<file path="src/rtl/usb_pkg.sv">
// Shared handshake encodings and endpoint-buffer FSM states for the USB device core.
package usb_pkg;

    localparam logic [1:0] HS_ACK   = 2'b00;
    localparam logic [1:0] HS_NONE  = 2'b01;
    localparam logic [1:0] HS_NAK   = 2'b10;
    localparam logic [1:0] HS_STALL = 2'b11;

    typedef enum logic [2:0] {
        ST_IDLE,
        ST_DECIDE,
        ST_OUT_RX,
        ST_IN_TX,
        ST_FINISH
    } ep_state_t;

endpackage

</file>
<file path="src/rtl/usb_pkt_ram.sv">
// Single-packet payload store: one write port, one registered read port.
module usb_pkt_ram #(
    parameter int unsigned DEPTH = 64,
    parameter int unsigned AW    = 6
) (
    input  logic          i_clk,
    input  logic          i_we,
    input  logic [AW-1:0] i_waddr,
    input  logic [7:0]    i_wdata,
    input  logic [AW-1:0] i_raddr,
    output logic [7:0]    o_rdata
);

    logic [7:0] r_mem [DEPTH];

    always_ff @(posedge i_clk) begin
        if (i_we) begin
            r_mem[i_waddr] <= i_wdata;
        end
        o_rdata <= r_mem[i_raddr];
    end

endmodule

</file>
<file path="src/rtl/usb_ep_buf.sv">
// Endpoint buffer manager: answers OUT/SETUP/IN transactions from the USB core,
// holds one OUT packet and one armed IN packet, tracks per-endpoint toggles and halts.
module usb_ep_buf
    import usb_pkg::*;
#(
    parameter  int unsigned NUM_EP  = 2,
    parameter  int unsigned MAX_PKT = 64,
    localparam int unsigned EPW     = (NUM_EP > 1) ? $clog2(NUM_EP) : 1,
    localparam int unsigned AW      = $clog2(MAX_PKT)
) (
    input  logic              clk48mhz,
    input  logic              rst,
    input  logic              usb_rst,
    input  logic [3:0]        endpoint,
    input  logic              transaction_active,
    input  logic              direction_in,
    input  logic              setup,
    input  logic              success,
    input  logic              data_strobe,
    input  logic [7:0]        data_out,
    output logic [7:0]        data_in,
    output logic              data_in_valid,
    output logic              data_toggle,
    output logic [1:0]        handshake,
    output logic              out_full,
    output logic [EPW-1:0]    out_ep,
    output logic              out_setup,
    output logic [AW:0]       out_len,
    input  logic [AW-1:0]     out_rd_addr,
    output logic [7:0]        out_rd_data,
    input  logic              out_release,
    input  logic              in_wr_en,
    input  logic [AW-1:0]     in_wr_addr,
    input  logic [7:0]        in_wr_data,
    input  logic              in_commit,
    input  logic [EPW-1:0]    in_commit_ep,
    input  logic [AW:0]       in_commit_len,
    output logic              in_busy,
    output logic              in_done,
    input  logic [NUM_EP-1:0] stall_set,
    input  logic [NUM_EP-1:0] stall_clr,
    output logic              out_err
);

    localparam logic [AW:0] PKT_MAX = (AW+1)'(MAX_PKT);

    ep_state_t r_state, w_state_nxt;

    logic              r_ta_q, r_ds_q;
    logic [EPW-1:0]    r_ep;
    logic              r_dir, r_setup, r_tog, r_ovf;
    logic [1:0]        r_hs;
    logic [AW:0]       r_idx;
    logic              r_out_full, r_out_setup, r_out_err;
    logic [EPW-1:0]    r_out_ep;
    logic [AW:0]       r_out_len;
    logic              r_in_busy, r_in_done;
    logic [EPW-1:0]    r_in_ep;
    logic [AW:0]       r_in_len;
    logic [NUM_EP-1:0] r_tog_in, r_tog_out, r_stall;

    logic              w_ta_rise, w_ds_rise, w_ep_valid, w_ack;
    logic [EPW-1:0]    w_ep_idx;
    logic [1:0]        w_hs;
    logic              w_tog;
    logic              w_out_we, w_in_we, w_in_adv, w_in_valid;
    logic [AW:0]       w_idx_nxt;
    logic [7:0]        w_in_rdata;

    assign w_ta_rise  = transaction_active & ~r_ta_q;
    assign w_ds_rise  = data_strobe & ~r_ds_q;
    assign w_ep_valid = {1'b0, endpoint} < 5'(NUM_EP);
    assign w_ep_idx   = endpoint[EPW-1:0];
    assign w_ack      = (r_hs == HS_ACK);

    assign w_out_we   = (r_state == ST_OUT_RX) && w_ack && w_ds_rise && (r_idx < PKT_MAX);
    assign w_in_we    = in_wr_en & ~r_in_busy;
    assign w_in_adv   = (r_state == ST_IN_TX) && w_ack && w_ds_rise && (r_idx < r_in_len);
    assign w_idx_nxt  = r_idx + {{AW{1'b0}}, w_in_adv};
    assign w_in_valid = (r_state == ST_IN_TX) && w_ack && (r_idx < r_in_len);

    // Response is decided from the live inputs on the rising edge so it is already valid in DECIDE.
    always_comb begin
        w_hs  = HS_NONE;
        w_tog = 1'b0;
        if (w_ep_valid) begin
            if (setup) begin
                w_hs = HS_ACK;
            end else if (!direction_in) begin
                if (r_stall[w_ep_idx])     w_hs = HS_STALL;
                else if (r_out_full)       w_hs = HS_NAK;
                else begin
                    w_hs  = HS_ACK;
                    w_tog = r_tog_out[w_ep_idx];
                end
            end else begin
                if (r_stall[w_ep_idx])     w_hs = HS_STALL;
                else if (!r_in_busy || (5'(r_in_ep) != {1'b0, endpoint})) w_hs = HS_NAK;
                else begin
                    w_hs  = HS_ACK;
                    w_tog = r_tog_in[w_ep_idx];
                end
            end
        end
    end

    always_comb begin
        w_state_nxt = r_state;
        case (r_state)
            ST_IDLE:   if (w_ta_rise && w_ep_valid) w_state_nxt = ST_DECIDE;
            ST_DECIDE: w_state_nxt = r_dir ? ST_IN_TX : ST_OUT_RX;
            ST_OUT_RX,
            ST_IN_TX:  if (!transaction_active) w_state_nxt = ST_FINISH;
            ST_FINISH: w_state_nxt = ST_IDLE;
            default:   w_state_nxt = ST_IDLE;
        endcase
    end

    always_ff @(posedge clk48mhz or posedge rst) begin
        if (rst)          r_state <= ST_IDLE;
        else if (usb_rst) r_state <= ST_IDLE;
        else              r_state <= w_state_nxt;
    end

    always_ff @(posedge clk48mhz or posedge rst) begin
        if (rst) begin
            // Seeded high so a transaction still active across reset release is not mistaken for a new one.
            r_ta_q      <= 1'b1;
            r_ds_q      <= 1'b0;
            r_ep        <= '0;
            r_dir       <= 1'b0;
            r_setup     <= 1'b0;
            r_hs        <= HS_NONE;
            r_tog       <= 1'b0;
            r_ovf       <= 1'b0;
            r_idx       <= '0;
            r_out_full  <= 1'b0;
            r_out_ep    <= '0;
            r_out_setup <= 1'b0;
            r_out_len   <= '0;
            r_out_err   <= 1'b0;
            r_in_busy   <= 1'b0;
            r_in_done   <= 1'b0;
            r_in_ep     <= '0;
            r_in_len    <= '0;
            r_tog_in    <= '0;
            r_tog_out   <= '0;
            r_stall     <= '0;
        end else begin
            r_ta_q    <= transaction_active;
            r_ds_q    <= data_strobe;
            r_in_done <= 1'b0;
            r_out_err <= 1'b0;
            if (usb_rst) begin
                r_ta_q     <= 1'b1;
                r_hs       <= HS_NONE;
                r_tog      <= 1'b0;
                r_out_full <= 1'b0;
                r_in_busy  <= 1'b0;
                r_tog_in   <= '0;
                r_tog_out  <= '0;
                r_stall    <= '0;
            end else begin
                if (out_release) r_out_full <= 1'b0;
                if (in_commit && !r_in_busy) begin
                    r_in_busy <= 1'b1;
                    r_in_ep   <= in_commit_ep;
                    r_in_len  <= (in_commit_len > PKT_MAX) ? PKT_MAX : in_commit_len;
                end
                case (r_state)
                    ST_IDLE: if (w_ta_rise && w_ep_valid) begin
                        r_ep    <= w_ep_idx;
                        r_dir   <= direction_in & ~setup;
                        r_setup <= setup;
                        r_hs    <= w_hs;
                        r_tog   <= w_tog;
                        r_idx   <= '0;
                        r_ovf   <= 1'b0;
                    end
                    ST_OUT_RX: if (w_ack && w_ds_rise) begin
                        if (r_idx < PKT_MAX) r_idx <= r_idx + (AW+1)'(1);
                        else                 r_ovf <= 1'b1;
                    end
                    ST_IN_TX: r_idx <= w_idx_nxt;
                    ST_FINISH: begin
                        r_hs  <= HS_NONE;
                        r_tog <= 1'b0;
                        if (w_ack && !r_dir) begin
                            if (r_ovf) begin
                                r_out_err  <= 1'b1;
                                r_out_full <= 1'b0;
                            end else if (success) begin
                                r_out_full  <= 1'b1;
                                r_out_ep    <= r_ep;
                                r_out_setup <= r_setup;
                                r_out_len   <= r_idx;
                                if (r_setup) begin
                                    r_stall[r_ep]   <= 1'b0;
                                    r_tog_in[r_ep]  <= 1'b1;
                                    r_tog_out[r_ep] <= 1'b1;
                                end else begin
                                    r_tog_out[r_ep] <= ~r_tog_out[r_ep];
                                end
                            end else if (r_setup) begin
                                // A failed SETUP has already overwritten the held packet.
                                r_out_full <= 1'b0;
                            end
                        end
                        if (w_ack && r_dir && success) begin
                            r_in_busy      <= 1'b0;
                            r_in_done      <= 1'b1;
                            r_tog_in[r_ep] <= ~r_tog_in[r_ep];
                        end
                    end
                    default: ;
                endcase
                for (int unsigned i = 0; i < NUM_EP; i++) begin
                    if (stall_clr[i]) begin
                        r_stall[i]   <= 1'b0;
                        r_tog_in[i]  <= 1'b0;
                        r_tog_out[i] <= 1'b0;
                    end
                    if (stall_set[i]) r_stall[i] <= 1'b1;
                end
            end
        end
    end

    usb_pkt_ram #(.DEPTH(MAX_PKT), .AW(AW)) u_out_ram (
        .i_clk   (clk48mhz),
        .i_we    (w_out_we),
        .i_waddr (r_idx[AW-1:0]),
        .i_wdata (data_out),
        .i_raddr (out_rd_addr),
        .o_rdata (out_rd_data)
    );

    // Read address looks one strobe ahead so data_in tracks the index with no extra cycle.
    usb_pkt_ram #(.DEPTH(MAX_PKT), .AW(AW)) u_in_ram (
        .i_clk   (clk48mhz),
        .i_we    (w_in_we),
        .i_waddr (in_wr_addr),
        .i_wdata (in_wr_data),
        .i_raddr (w_idx_nxt[AW-1:0]),
        .o_rdata (w_in_rdata)
    );

    assign handshake     = r_hs;
    assign data_toggle   = r_tog;
    assign data_in_valid = w_in_valid;
    assign data_in       = w_in_valid ? w_in_rdata : '0;
    assign out_full      = r_out_full;
    assign out_ep        = r_out_ep;
    assign out_setup     = r_out_setup;
    assign out_len       = r_out_len;
    assign in_busy       = r_in_busy;
    assign in_done       = r_in_done;
    assign out_err       = r_out_err;

endmodule
</file>
<file path="config.mk">
export PLATFORM = sky130hd
export DESIGN_NAME = usb_ep_buf
export DESIGN_NICKNAME = d
export VERILOG_FILES = /design/src/rtl/usb_pkg.sv /design/src/rtl/usb_pkt_ram.sv /design/src/rtl/usb_ep_buf.sv
export SDC_FILE = /design/constraint.sdc
export NUM_CORES = 1
export LEC_CHECK = 0
export BUFFER_PORTS_ARGS = -buffer_cell sky130_fd_sc_hd__buf_2
export CAP_MARGIN = 15
export CORE_ASPECT_RATIO = 1.25
export CORE_MARGIN = 2
export CORE_UTILIZATION = 38
export CTS_BUF_LIST = sky130_fd_sc_hd__clkbuf_4
export CTS_CLUSTER_SIZE = 10
export DETAILED_ROUTE_END_ITERATION = 6
export PLACE_DENSITY = 0.52
export SETUP_SLACK_MARGIN = 0.4
export SLEW_MARGIN = 5
export SYNTH_ARGS = -nofsm -noshare
export SYNTH_HDL_FRONTEND = slang
export SYNTH_SLANG_ARGS = --single-unit
</file>
<file path="constraint.sdc">
create_clock -name clk48mhz -period 5.8 [get_ports clk48mhz]
set_clock_uncertainty 0.1 [all_clocks]
set_input_delay 0.87 -clock clk48mhz [delete_from_list [all_inputs] [get_ports clk48mhz]]
set_output_delay 0.87 -clock clk48mhz [all_outputs]
set_load 0.1 [all_outputs]
</file>
==> impl_metrics.toml, run 1 <==
[synth]
synth-main-ff-cell = "edfxtp_1"
synth_top_cell_by_area = "edfxtp_1"
synth_area_leaders = "edfxtp_1 (72%), mux4_2 (15%), dfrtp_1 (2.6%), nor2_1 (1.6%), nand2_1 (1.1%)"
synth_edf_count = 1024
yosysUniqueCellTypes = 58
syn_nets = 2188
synth_cells = 2123
synth_top_area_share_pct = 72.12
synthesis.area_um2 = 42630
synth-seq-cells = 1086
syn_avg_cell_area_um2 = 20.08
ys_seq_area_share_pct = 75.58
synthArstFlopShare_pct = 4.236
yosys_warnings = 0

[finish]
final_cells = 4118
area_growth_pct = 14.32
fin_area_um2 = 48740
drive_gt1_share_pct = 32.44
nNetsFinal = 2543
fin_util_pct = 43.75

[sta]
rsz0062_at_grt = "no"
hold_slack_ps = 125.0
tns_ps = 0
period_needed_ps = 4929
relSlewSlack_pct = 30.43
tightest_slew_ps = 1040
max_freq_ghz = 0.2029
report.final.slew_viol_count = 0
setup_violations = 0
hold_viol_final = 0
period_share_pct = 84.99

[clock_network]
cts_root_buf = "clkbuf_4"
clockBufferDepth = 4
cts_max_level = 5
path_clk_slew_ps = 70
cts_made_buffers = 290
cts_tree = "built"
cts.sinks = 1086
clk_latency_ps = 1200

[global_routing]
grt_pass1_vias = 23260
grt_pass1_wl_mm = 155.6
grt_max_degree = 68
grtUsageTotal_pct = 18.94
overflow = 0
grt_antenna_before_repair = 8

[drt]
drc = 0
wl_per_cell_um = 25.91
drtPass1Iterations = 5
wirelength_mm = 106.7
ant_nets = 0
vias_per_cell = 5.347
drt-initial-drc-count = 1867
num_vias = 22020

[floorplanning]
fp.coreArea_um2 = 111400
chipHeight_um = 378.5
start_util_pct = 38.27
rows = 137
ioPinCount = 88
die_w_um = 303.6
dieArea_um2 = 114900

[pwr]
power.leakage_nw = 15.72
ir_worst_vdd_v = 0.0002093
cellPowerDensity_nw_per_um2 = 318.6

[critical_path]
critical_path.max_fanout = 10
arrival_ps = 3960
end_kind = "output port"
crit_required_ps = 4830
start_kind = "flip-flop"
crit_type = "reg -> out"

[place]
dpl_cell_area_um2 = 45000
dp_hpwl_mm = 66.97
gp_congestion = 0.8420
placed_cells = 3611
port_buffers = 87

[status]
outcome = "finished clean"

[flow_run]
maxCapViolCount = 0

[hold_path]
hold_path_class = "in -> reg"
sequential cells by signal, summed over array words and instances (netlist names), 2 cells and up:
| signal | flops |
|---|---|
| u_out_ram.r_mem | 512 |
| r_idx | 7 |
| r_state | 3 |
| out_len | 7 |
| r_tog_out | 2 |
| u_in_ram.o_rdata | 8 |
| r_tog_in | 2 |
| u_in_ram.r_mem | 512 |
| handshake | 2 |
| r_stall | 2 |
| r_in_len | 7 |
| u_out_ram.o_rdata | 8 |
kinds of logic after synthesis:
| family | Yosys count | share of synthesized area [%] |
|---|---|---|
| adders and majority gates | 10 | 0.2935 |
| xor gates and xnor gates | 8 | 0.1643 |
| DFF | 1086 | 75.58 |
| AOI/OAI and AO/OA | 134 | 2.054 |
| buffers and inverters | 133 | 1.350 |
| and+or+nand+nor | 418 | 4.332 |
| muxes | 334 | 16.23 |
final cells by class:
| class | instances | area, um^2 |
|---|---|---|
| Inverter | 21 | 78.83 |
| Clock buffer | 406 | 3048 |
| Fill cell | 9807 | 62680 |
| Sequential cell | 1086 | 32220 |
| Clock inverter | 62 | 316.6 |
| Multi-Input combinational cell | 904 | 9898 |
| Tap cell | 1459 | 1826 |
| Timing Repair Buffer | 175 | 1338 |
| Antenna cell | 5 | 12.51 |
final timing paths:
| path | start | to | slack (ps) | cells after the start |
|---|---|---|---|---|
| max | r_idx[0] | data_in[5] | 870 | 7 |
| min | in_wr_data[6] | u_in_ram.r_mem[1][6] | 120 | 1 |
| max reg2reg | r_idx[0] | u_in_ram.o_rdata[5] | 880 | 13 |
| min reg2reg | out_len[3] | out_len[3] | 390 | 1 |
| max in group asynchronous | rst | out_err | 4740 | 4 |
| min in group asynchronous | rst | r_in_len[4] | 280 | 4 |
report_power, final:
| group | total (W) | switching [W] | internal, W |
|---|---|---|---|
| clock network | 0.00630 | 0.00297 | 0.00333 |
| logic | 0.000605 | 0.000401 | 0.000203 |
| registers | 0.00862 | 0.0000174 | 0.00860 |
per-layer routing:
layer | vias up | share of wire [%] | global-route usage (%)
met5 | - | 0.050 | 0
met4 | 8 | 2.8 | 7.270
met3 | 163 | 5.4 | 4.641
met2 | 729 | 51 | 31.88
met1 | 11570 | 40 | 23.53
li1 | 9545 | - | -
Yosys cell counts (3+ instances only):
| cell type | n |
|---|---|
| a211oi_1 | 21 |
| a21o_1 | 3 |
| a21oi_1 | 24 |
| a22oi_1 | 16 |
| a31oi_1 | 3 |
| and2_1 | 4 |
| and3_1 | 9 |
| buf_1 | 7 |
| buf_2 | 34 |
| buf_4 | 3 |
| buf_6 | 3 |
| clkbuf_1 | 65 |
| dfrtp_1 | 44 |
| dfxtp_1 | 16 |
| edfxtp_1 | 1024 |
| ha_1 | 10 |
| inv_1 | 21 |
| mux2_1 | 12 |
| mux2_2 | 5 |
| mux2i_1 | 33 |
| mux4_2 | 284 |
| nand2_1 | 122 |
| nand2b_1 | 14 |
| nand3_1 | 31 |
| nand3b_1 | 6 |
| nand4_1 | 5 |
| nor2_1 | 178 |
| nor2b_1 | 17 |
| nor3_1 | 13 |
| nor3b_1 | 4 |
| o21a_1 | 3 |
| o21ai_0 | 6 |
| o21ai_1 | 20 |
| o22ai_1 | 17 |
| o31ai_1 | 4 |
| or3_1 | 4 |
| xnor2_1 | 5 |
| xor2_1 | 3 |
timing repair:
action | CTS | global route
hold buffers | 31 | 1
buffers inserted | 0 | 0
hold endpoints to repair | 101 | 13
gates resized for setup | 0 | 0
through the flow:
step           total power, W  setup slack (ps)
5_1_grt               0.01618             591.0
3_3_place_gp         0.009370             858.8
2_1_floorplan        0.009106             991.3
4_1_cts               0.01575             814.9
6_report              0.01553             870.6
3_5_place_dp         0.009386             802.1
layout by cell type, fill, tap and decap left out, types with 17 or more instances in the layout:
| master | instances |
|---|---|
| clkbuf_4 | 406 |
| nand2_1 | 122 |
| a211oi_1 | 21 |
| mux2i_1 | 33 |
| a21oi_1 | 24 |
| nand3_1 | 31 |
| o22ai_1 | 17 |
| buf_2 | 85 |
| buf_4 | 45 |
| o21ai_1 | 20 |
| inv_1 | 20 |
| dlygate4sd3_1 | 32 |
| clkinv_1 | 50 |
| nor2_1 | 178 |
| edfxtp_1 | 1024 |
| dfrtp_1 | 44 |
| nor2b_1 | 17 |
| mux4_2 | 284 |
critical path, stage by stage, from the launching register on:
cell and delay, ps:
dfrtp_1 540, nand2b_1 220, a21o_1 180, a21o_1 170
a21o_1 170, a211o_1 420, a211oi_1 570, buf_2 540
Power figures use the tool's default switching activity.
==> inputs of run 2 (changes only) <==
--- a/config.mk
+++ b/config.mk
@@ -13,7 +13,7 @@
 export CTS_BUF_LIST = sky130_fd_sc_hd__clkbuf_4
 export CTS_CLUSTER_SIZE = 10
 export DETAILED_ROUTE_END_ITERATION = 6
-export PLACE_DENSITY = 0.52
+export PLACE_DENSITY = 0.54
 export SETUP_SLACK_MARGIN = 0.4
 export SLEW_MARGIN = 5
 export SYNTH_ARGS = -nofsm -noshare
==> constraint.sdc (replaced) <==
create_clock -name clk48mhz -period 4.2 [get_ports clk48mhz]
set_clock_uncertainty 0.1 [all_clocks]
set_input_delay 0.63 -clock clk48mhz [delete_from_list [all_inputs] [get_ports clk48mhz]]
set_output_delay 0.63 -clock clk48mhz [all_outputs]
set_load 0.1 [all_outputs]
==> run 2 against run 1 <==
Die area is the same. Clock-buffer cell count shrank 3. Critical path type is now reg -> reg. Final area grew 5.0%. Final cell count grew 4.3%. Total power grew 38%. First-iteration DRC count shrank 5.7%.
==> impl_metrics.toml, run 2 (same netlist as run 1, synthesis figures left out) <==
[sta]
relSlewSlack_pct = 26.60
report.final.slew_viol_count = 0
tns_ps = 0
hold_viol_final = 0
period_share_pct = 98.43
rsz0062_at_grt = "yes"
tightest_slew_ps = 1101
max_freq_ghz = 0.2419
setup_violations = 0
fin_ws_ps = 66.08
period_needed_ps = 4134

[floorplanning]
rows = 137
fp.coreArea_um2 = 111400
dieArea_um2 = 114900
die_w_um = 303.6
ioPinCount = 88
chipHeight_um = 378.5
start_util_pct = 38.27

[clock_network]
clockBufferDepth = 4
path_clk_slew_ps = 60
clk_latency_ps = 1170
cts_root_buf = "clkbuf_4"
cts.sinks = 1086
cts_made_buffers = 287
cts_tree = "built"
cts_max_level = 5

[drt]
vias_per_cell = 5.309
drc = 0
wirelength_mm = 108.2
drt-initial-drc-count = 1760
wl_per_cell_um = 25.19
drtPass1Iterations = 5
ant_nets = 0
num_vias = 22810

[critical_path]
crit_required_ps = 5120
r2r_cells = 17
start_kind = "flip-flop"
timing.rr.end = "u_in_ram.o_rdata[2]"
reg2reg_slack_ps = 70
critical_path.max_fanout = 8
arrival_ps = 5050
rr_startpoint = "r_idx[1]"
end_kind = "flip-flop"
crit_type = "reg -> reg"

[place]
dpl_cell_area_um2 = 46080
port_buffers = 87
dp_hpwl_mm = 67.25
gp_congestion = 0.8254
place_ws_ps = -185.5

[finish]
largest_registers = "u_in_ram.r_mem: 512 flops, u_out_ram.r_mem: 512 flops"
area_growth_pct = 20.04
layout_common_cells = "edfxtp_1 (1024), clkbuf_4 (403), mux4_2 (284), nor2_1 (174), buf_4 (171)"
nNetsFinal = 2723
fillers = 9635
drive_gt1_share_pct = 38.33
fin_area_um2 = 51180
fin_util_pct = 45.93
final_common_cell = "edfxtp_1"

[pwr]
swShare_pct = 22.02
intPower_w = 0.01670
p_seq_share_pct = 55.6
p_clk_share_pct = 40.2
design_power_total_w = 0.02142
cellPowerDensity_nw_per_um2 = 418.6
net-switching-power_w = 0.004717
ir_worst_vdd_v = 0.0002467
pwr-share-comb_pct = 4.3
power.leakage_nw = 16.90

[global_routing]
grt_antenna_before_repair = 6
grtUsageTotal_pct = 19.05
overflow = 0
grt_pass1_vias = 24370
grt_max_degree = 65
grt_pass1_wl_mm = 158.7

[hold_path]
hold_depth = 1
hold_path_end = "u_out_ram.r_mem[17][0]"
min_from = "data_out[0]"
hold_path_class = "in -> reg"

[status]
outcome = "finished clean"

[flow_run]
maxCapViolCount = 0
run 2: cell types whose count changed in the layout (fill, tap and decap cells not counted), moves of 9 or more:
cell and change:
a211oi_1 -16, a211oi_4 +9, buf_12 +24, buf_2 -9
buf_4 +126, dlygate4sd3_1 +20, mux2i_1 -10
run 2: per-layer routing:
metal  vias up  part of all wire (%)  track usage, %
met5         -                     0               0
met4         0                   2.3           6.604
met3       169                   6.1           4.378
met2       797                    52           32.72
met1     11960                    40           23.58
li1       9886                     -               -
run 2: through the flow:
| step | hold WS, ps | std cells |
|---|---|---|
| 6_report | 115.1 | 4297 |
| 5_1_grt | 71.75 | 4296 |
| 3_3_place_gp | 381.0 | 3723 |
| 4_1_cts | 1.912 | 4262 |
| 3_5_place_dp | 382.0 | 3723 |
| 2_1_floorplan | 349.8 | 2123 |
run 2: layout make-up:
| cell class | count | area, um^2 | area share (%) |
|---|---|---|---|
| Tap cell | 1459 | 1826 | 3.567 |
| Antenna cell | 5 | 12.51 | 0.02445 |
| Sequential cell | 1086 | 32220 | 62.97 |
| Multi-Input combinational cell | 904 | 10340 | 20.20 |
| Clock buffer | 403 | 3025 | 5.912 |
| Inverter | 21 | 78.83 | 0.1540 |
| Clock inverter | 61 | 290.3 | 0.5672 |
| Timing Repair Buffer | 358 | 3385 | 6.613 |
run 2: repair_timing:
| action | in CTS | in global routing |
|---|---|---|
| hold buffers | 50 | 2 |
| gates resized for setup | 81 | 36 |
| gates cloned | 5 | 3 |
| pin swaps | 17 | 5 |
| endpoints found under the hold margin | 485 | 72 |
| endpoints found under the setup margin | 17 | 19 |
| setup buffers | 20 | 23 |
run 2: worst max path at each step:
stage / depth (start not counted) / end / start / slack, ps
after floorplan: 7 / data_in[0] / r_idx[1] / -340
after global placement: 16 / u_in_ram.o_rdata[7] / r_in_len[1] / -220
after detailed placement: 15 / u_in_ram.o_rdata[7] / r_idx[1] / -190
after CTS: 9 / data_in[2] / r_in_len[1] / -6
after global routing: 17 / u_in_ram.o_rdata[4] / r_idx[1] / -80
final: 17 / u_in_ram.o_rdata[2] / r_idx[1] / 70
run 2: power groups by stage:
| stage | Combinational [W] | Sequential (W) | Clock, W |
|---|---|---|---|
| after floorplan | 0.000373 | 0.0122 | 0 |
| after global placement | 0.000831 | 0.0121 | 0 |
| after detailed placement | 0.000847 | 0.0121 | 0 |
| after CTS | 0.000919 | 0.0119 | 0.00891 |
| after global routing | 0.000980 | 0.0119 | 0.00947 |
| final | 0.000918 | 0.0119 | 0.00860 |
run 2: worst max-delay path: stages (launching register included):
cell and delay (ps):
dfrtp_1 390, ha_1 300, a21o_1 160, a21o_1 170, a21o_1 170, a211o_1 320
buf_6 140, a2111oi_4 360, ha_4 240, buf_12 130, buf_12 140, mux4_2 540
mux2i_2 210, o22ai_1 110, buf_4 160, a211oi_2 130, buf_4 160, o22ai_2 70
